## src/rtl/mem_bus_arbiter.sv

```systemverilog
// mem_bus_arbiter: shares the single CPU memory port among the fetch (0), exec (1)
// and debug/loader (2) requesters. One transaction at a time, rotating priority,
// with a watchdog that aborts transactions the memory never acknowledges.
module mem_bus_arbiter #(
    parameter  int unsigned TIMEOUT   = 255,
    parameter  int unsigned RESET_PRI = 1,
    localparam int unsigned N_REQ     = 3,
    localparam int unsigned AW        = 64,
    localparam int unsigned DW        = 64,
    localparam int unsigned WDW       = 16
) (
    input  logic                    clk,
    input  logic                    reset_n,
    input  logic [N_REQ-1:0]        i_req_valid,
    input  logic [N_REQ-1:0][AW-1:0] i_req_addr,
    input  logic [N_REQ-1:0][1:0]   i_req_size,
    input  logic [N_REQ-1:0]        i_req_write,
    input  logic [N_REQ-1:0][DW-1:0] i_req_wdata,
    output logic [N_REQ-1:0]        o_req_done,
    output logic [N_REQ-1:0]        o_req_err,
    output logic [DW-1:0]           o_rdata,
    output logic [1:0]              o_grant_id,
    output logic                    o_busy,
    output logic [AW-1:0]           o_mem_address,
    output logic [1:0]              o_mem_datasize,
    output logic                    o_mem_read,
    output logic                    o_mem_write,
    output logic [DW-1:0]           o_mem_writedata,
    input  logic [DW-1:0]           i_mem_readdata,
    input  logic                    i_mem_done,
    output logic                    o_bus_err,
    input  logic                    i_bus_err_clr
);

    typedef enum logic {ST_IDLE, ST_BUSY} state_t;

    state_t          r_state, w_state_nxt;
    logic [1:0]      r_ptr, r_grant, w_pick, w_idx, w_ptr_adv;
    logic [2:0]      w_sum;
    logic            w_any, w_load, w_done, w_tmo;
    logic [AW-1:0]   r_addr, w_mask;
    logic [1:0]      r_size;
    logic [DW-1:0]   r_wdata;
    logic            r_read, r_write, r_bus_err;
    logic [WDW-1:0]  r_wdog;

    // Rotating-priority pick: first valid requester scanning ptr, ptr+1, ptr+2 (mod 3)
    always_comb begin
        w_any  = 1'b0;
        w_pick = r_ptr;
        w_sum  = '0;
        w_idx  = '0;
        for (int k = 0; k < int'(N_REQ); k++) begin
            w_sum = 3'(r_ptr) + 3'(k);
            w_idx = (w_sum >= 3'd3) ? 2'(w_sum - 3'd3) : 2'(w_sum);
            if (!w_any && i_req_valid[w_idx]) begin
                w_any  = 1'b1;
                w_pick = w_idx;
            end
        end
    end

    // Alignment mask clears the low size bits of the granted address
    assign w_mask    = ~((AW'(1) << i_req_size[w_pick]) - AW'(1));
    assign w_ptr_adv = (r_grant == 2'd2) ? 2'd0 : r_grant + 2'd1;

    // State register
    always_ff @(posedge clk or negedge reset_n) begin
        if (!reset_n) r_state <= ST_IDLE;
        else          r_state <= w_state_nxt;
    end

    // Next state plus same-cycle completion/abort pulses and load data pass-through
    always_comb begin
        w_state_nxt = r_state;
        w_load      = 1'b0;
        w_done      = 1'b0;
        w_tmo       = 1'b0;
        o_req_done  = '0;
        o_req_err   = '0;
        o_rdata     = '0;
        case (r_state)
            ST_IDLE: begin
                if (w_any) begin
                    w_load      = 1'b1;
                    w_state_nxt = ST_BUSY;
                end
            end
            ST_BUSY: begin
                if (i_mem_done) begin
                    w_done      = 1'b1;
                    o_req_done  = N_REQ'(3'b001 << r_grant);
                    o_rdata     = i_mem_readdata;
                    w_state_nxt = ST_IDLE;
                end else if (r_wdog == WDW'(TIMEOUT - 1)) begin
                    w_tmo       = 1'b1;
                    o_req_err   = N_REQ'(3'b001 << r_grant);
                    w_state_nxt = ST_IDLE;
                end
            end
            default: w_state_nxt = ST_IDLE;
        endcase
    end

    // Grant capture, strobes, watchdog and priority pointer
    always_ff @(posedge clk or negedge reset_n) begin
        if (!reset_n) begin
            r_ptr   <= 2'(RESET_PRI);
            r_grant <= '0;
            r_addr  <= '0;
            r_size  <= '0;
            r_wdata <= '0;
            r_read  <= 1'b0;
            r_write <= 1'b0;
            r_wdog  <= '0;
        end else if (w_load) begin
            r_grant <= w_pick;
            r_addr  <= i_req_addr[w_pick] & w_mask;
            r_size  <= i_req_size[w_pick];
            r_wdata <= i_req_wdata[w_pick];
            r_read  <= ~i_req_write[w_pick];
            r_write <= i_req_write[w_pick];
            r_wdog  <= '0;
        end else if (r_state == ST_BUSY) begin
            r_wdog <= r_wdog + WDW'(1);
            if (w_done || w_tmo) begin
                r_read  <= 1'b0;
                r_write <= 1'b0;
                r_ptr   <= w_ptr_adv;
            end
        end
    end

    // Sticky bus error; a new timeout beats a simultaneous clear
    always_ff @(posedge clk or negedge reset_n) begin
        if (!reset_n)           r_bus_err <= 1'b0;
        else if (w_tmo)         r_bus_err <= 1'b1;
        else if (i_bus_err_clr) r_bus_err <= 1'b0;
    end

    assign o_grant_id      = r_grant;
    assign o_busy          = (r_state == ST_BUSY);
    assign o_mem_address   = r_addr;
    assign o_mem_datasize  = r_size;
    assign o_mem_read      = r_read;
    assign o_mem_write     = r_write;
    assign o_mem_writedata = r_wdata;
    assign o_bus_err       = r_bus_err;

endmodule

```

## config.mk

```make
export PLATFORM = sky130hd
export DESIGN_NAME = mem_bus_arbiter
export DESIGN_NICKNAME = d
export VERILOG_FILES = /design/src/rtl/mem_bus_arbiter.sv
export SDC_FILE = /design/constraint.sdc
export NUM_CORES = 1
export LEC_CHECK = 0
export BUFFER_PORTS_ARGS = -buffer_cell sky130_fd_sc_hd__buf_2
export CORE_AREA = 2 2 260 262
export CTS_CLUSTER_DIAMETER = 150
export DETAILED_ROUTE_END_ITERATION = 16
export DIE_AREA = 0 0 262 264
export GPL_TIMING_DRIVEN = 0
export PLACE_DENSITY_LB_ADDON = 0.2
export RECOVER_POWER = 100
export SYNTH_ARGS = -nofsm -noshare
export SYNTH_HDL_FRONTEND = slang
export SYNTH_SLANG_ARGS = --single-unit
```

## constraint.sdc

```tcl
create_clock -name clk -period 8.3 [get_ports clk]
set_input_delay 1.66 -clock clk [delete_from_list [all_inputs] [get_ports clk]]
set_output_delay 1.66 -clock clk [all_outputs]
set_load 0.05 [all_outputs]
```

==> out/results.tsv <==
stage	metric	value	unit
yosys	multiplexer share of the synthesized area	0.0661	
cts	Max clock buf depth	2	
floorplanning	Initial Utilization	0.133	
yosys	simple logic cell fraction of the synthesized area	0.180	
detailed_routing	via/cell ratio	4.15	
yosys	Async SR Flop Fraction	1.00	
place	Port Buffers	669	
yosys	Syn Area/Cell	9.08	sq um
detailed_routing	WL final	51.6	mm
detailed_routing	post-route DRC violation count	0	
layout	filler cell count	7637	
yosys	xor/xnor share of the synthesized area	0.00198	
yosys	Seq cells post-synth	154	
timing	Clock Skews	18.3	ps
worst_setup_path	critical path launch point	i_req_valid[2]	
global_route	GRT overflow	0	
cts	worst-skew pair later-pin latency	490	ps
cts	CTS tree	yes	
layout	FF/Latch Area	3850	sq um
global_route	aggregate global-route resource usage	0.145	
power	Net Sw Frac	0.582	
detailed_routing	DR iter-0 viols	612	
detailed_routing	Initial DRT Pass Iterations	5	
yosys	largest family of logic cells by synthesized area	compound AO/OA/AOI/OAI gates	
yosys	Syn Inst Count	975	
power	P per Cell Area	489	nW/um^2
floorplanning	die height	264	microns
cts	Clock Sinks	154	
yosys	Yosys top cell area share	0.432	
worst_setup_path	Setup Crit Path Kind	input port to flop	
cts	CTS Buf Count	17	
power	Flop pwr share	0.193	
timing	relative slew slack	-1.70	
yosys	largest cells by area after synthesis	dfrtp_1, nand2_1, a221o_1	
layout	synthesis-to-finish area growth	54.0	%
cts	Reg clk slew, reported paths	70	ps
yosys	prevailing post-synth register cell	dfrtp_1	
cts	number of gates resized after cts	0	
global_route	pin count of the biggest net entering global routing	91	
power	Net Switching	0.00388	W
place	GP Congestion	0.889	
timing	RSZ-0062 raised after global routing	false	
yosys	post-synthesis cell type count	58	
yosys	Post-synth EDFFs	0	
worst_setup_path	worst-path fanout max	10	
detailed_routing	via count	10599	
min_path	Hold Crit Class	flop to flop	
power	clock power share	0.123	
global_route	vias in the first global route	10915	
timing	post-route setup TNS	0	ps
yosys	leading area contributor after synthesis	dfrtp_1	
layout	share of layout cells above drive strength 1	0.321	
detailed_routing	wire per inst	20.2	microns
yosys	yosys warns	0	
worst_setup_path	startpoint types	input port	
cts	setup bufs post-CTS	0	
yosys	Synth Area in Adders	0.00848	
floorplanning	Die ar.	69200	sq um
power	Combinational Power Share	0.684	
detailed_routing	antenna viol nets, final	0	
place	Post-DP Area	13300	sq um
place	DP Wirelength	41.9	mm
run	Max Cap Violations	1	
floorplanning	Horiz. Die Dim	262	microns
status	status	finished, violations left	
layout	utilization after layout	0.205	
yosys	Mapped Area	8860	sq um
timing	final setup violating endpoints	0	
timing	Fin. Hold Viols	0	
power	leakage power	6.62	nW
floorplanning	Core Region	66600	sq um
worst_setup_path	reg-to-reg startpoint	r_ptr[0]$_DFFE_PN1P_	
cts	number of hold buffers added after CTS	0	
layout	Final Cell Area	13600	sq um
global_route	first-pass GRT wire length	72.3	mm
cts	clock root cell	clkbuf_16	
status	failing checks	max-capacitance violations, max-slew violations	
min_path	HP Start	o_mem_address[60]$_DFFE_PN0P_	
power	P_int	0.00279	W
floorplanning	# rows	95	
yosys	register area share after synthesis	0.435	
timing	Worst-Margin Slew	4060	ps
timing	Fmax	174	MHz
timing	Pins Over Slew Limit	65	
yosys	post-synthesis net count	1445	
timing	Final period util	0.694	
worst_setup_path	Worst EP arrival	6150	ps
floorplanning	Ports	670	
global_route	initial antenna violation count	9	
layout	Multi-input gate area	4520	sq um
power	Max rail drop VDD	0.000174	V
layout	Final nets	2134	
timing	Tmin final	5760	ps
cts	CTS H-tree lvls	4	
yosys	Synth Area in Compound Gates	0.255	
worst_setup_path	Worst Path Required	8690	ps
worst_setup_path	type of destination of the critical path	flop	
-- routing by layer --
metal,global-route usage,share of wire,routed length [microns],up-vias
li1,-,-,-,4986
met1,0.180,0.43,22300,5154
met2,0.239,0.48,25000,407
met3,0.0372,0.060,3080,50
met4,0.0512,0.023,1160,2
met5,0,0.00017,9,-
-- cell families (layout without fill, tap and decap cells) --
logic type / after synthesis / after routing
simple gates: 351 / 351
fa+ha+maj: 6 / 6
flops: 154 / 154
buf+inv: 100 / 802
other cells: 0 / 7
compound gates: 305 / 305
mux: 57 / 57
xor+xnor: 2 / 2
-- cell usage after synthesis, types with 7 or more instances --
| master | number |
|---|---|
| dfrtp_1 | 153 |
| inv_1 | 8 |
| nand3_1 | 15 |
| and3_1 | 68 |
| mux2i_1 | 45 |
| o21ai_0 | 23 |
| a22o_1 | 11 |
| a221o_1 | 77 |
| nand2_1 | 213 |
| buf_2 | 29 |
| o21ai_1 | 30 |
| a2bb2oi_1 | 29 |
| nand4_1 | 7 |
| o2bb2ai_1 | 11 |
| nor2_1 | 22 |
| mux2_2 | 8 |
| clkbuf_1 | 47 |
| buf_4 | 8 |
| a21oi_1 | 82 |
| a22oi_1 | 7 |
-- cell type report --
class,count,area share
diodes,7,0.00128
repair buffers,670,0.228
multi-input cells,721,0.332
plain buffers,92,0.0309
inverters,8,0.00220
flip-flops and latches,154,0.283
clock buffers,19,0.0332
clock inverters,13,0.00981
well taps,873,0.0801
-- flip-flops by register name, indices dropped and copies added, names as in the netlist --
| name | count |
|---|---|
| o_mem_datasize | 2 |
| o_mem_address | 64 |
| o_bus_err | 1 |
| o_mem_read | 1 |
| o_busy | 1 |
| o_mem_write | 1 |
| r_ptr | 2 |
| o_grant_id | 2 |
| r_wdog | 16 |
| o_mem_writedata | 64 |
-- final timing paths --
| kind | endpoint | slack [ps] | depth (start not counted) |
|---|---|---|---|
| setup / recovery | o_mem_address[62]$_DFFE_PN0P_ | 2540 | 14 |
| hold / removal | o_mem_address[60]$_DFFE_PN0P_ | 480 | 2 |
| setup reg to reg | o_mem_address[62]$_DFFE_PN0P_ | 2840 | 16 |
| hold reg to reg | o_mem_address[60]$_DFFE_PN0P_ | 480 | 2 |
| max in group asynchronous | o_mem_address[47]$_DFFE_PN0P_ | 3400 | 1 |
| min in group asynchronous | o_mem_writedata[7]$_DFFE_PN0P_ | 2570 | 1 |
-- worst max-delay path, cell delays in order --
cell	delay, ps
clkbuf_1	280
nand3b_1	180
o21a_1	230
or4_1	440
clkbuf_1	160
o22ai_1	310
clkbuf_1	1010
a21o_1	170
o21ai_0	300
or3_1	430
ha_1	200
o221a_1	220
clkbuf_1	270
o31ai_1	280
-- cells in the final DEF, fill, tap and decap left out, drive strengths merged, types with 3 or more instances in the layout --
master / n
clkbuf: 283
mux2: 12
o21ai: 53
nand3: 15
nand2b: 4
or3: 6
mux2i: 45
a21o: 4
diode: 7
buf: 498
nor3: 4
dfrtp: 153
nor2b: 4
ha: 6
clkinv: 4
a221o: 77
o31ai: 4
nor2: 22
o22ai: 3
a22o: 11
o21a: 4
nand4: 7
clkinvlp: 3
a2bb2oi: 29
inv: 13
and3: 68
a22oi: 7
nand2: 213
a221oi: 3
o2bb2ai: 11
a21oi: 82
-- stage by stage --
stage | hold WS [ps] | instances | power [W] | setup slack, ps
finish | 482 | 2557 | 0.00667 | 2540
global route | 505 | 2556 | 0.00716 | 2220
global placement | 463 | 2517 | 0.00608 | 2670
detailed placement | 470 | 2518 | 0.00611 | 3040
CTS | 486 | 2550 | 0.00696 | 3530
floorplan | 444 | 975 | 0.00453 | 3570
-- power groups by stage --
stage	Clock, W	Sequential (W)	Combinational, W
5_1_grt	0.000889	0.00133	0.00494
4_1_cts	0.000861	0.00128	0.00482
3_5_place_dp	0	0.00128	0.00482
2_1_floorplan	0	0.00227	0.00225
6_report	0.000821	0.00129	0.00456
3_3_place_gp	0	0.00128	0.00479
No activity file was read; power rests on OpenSTA's default activity.
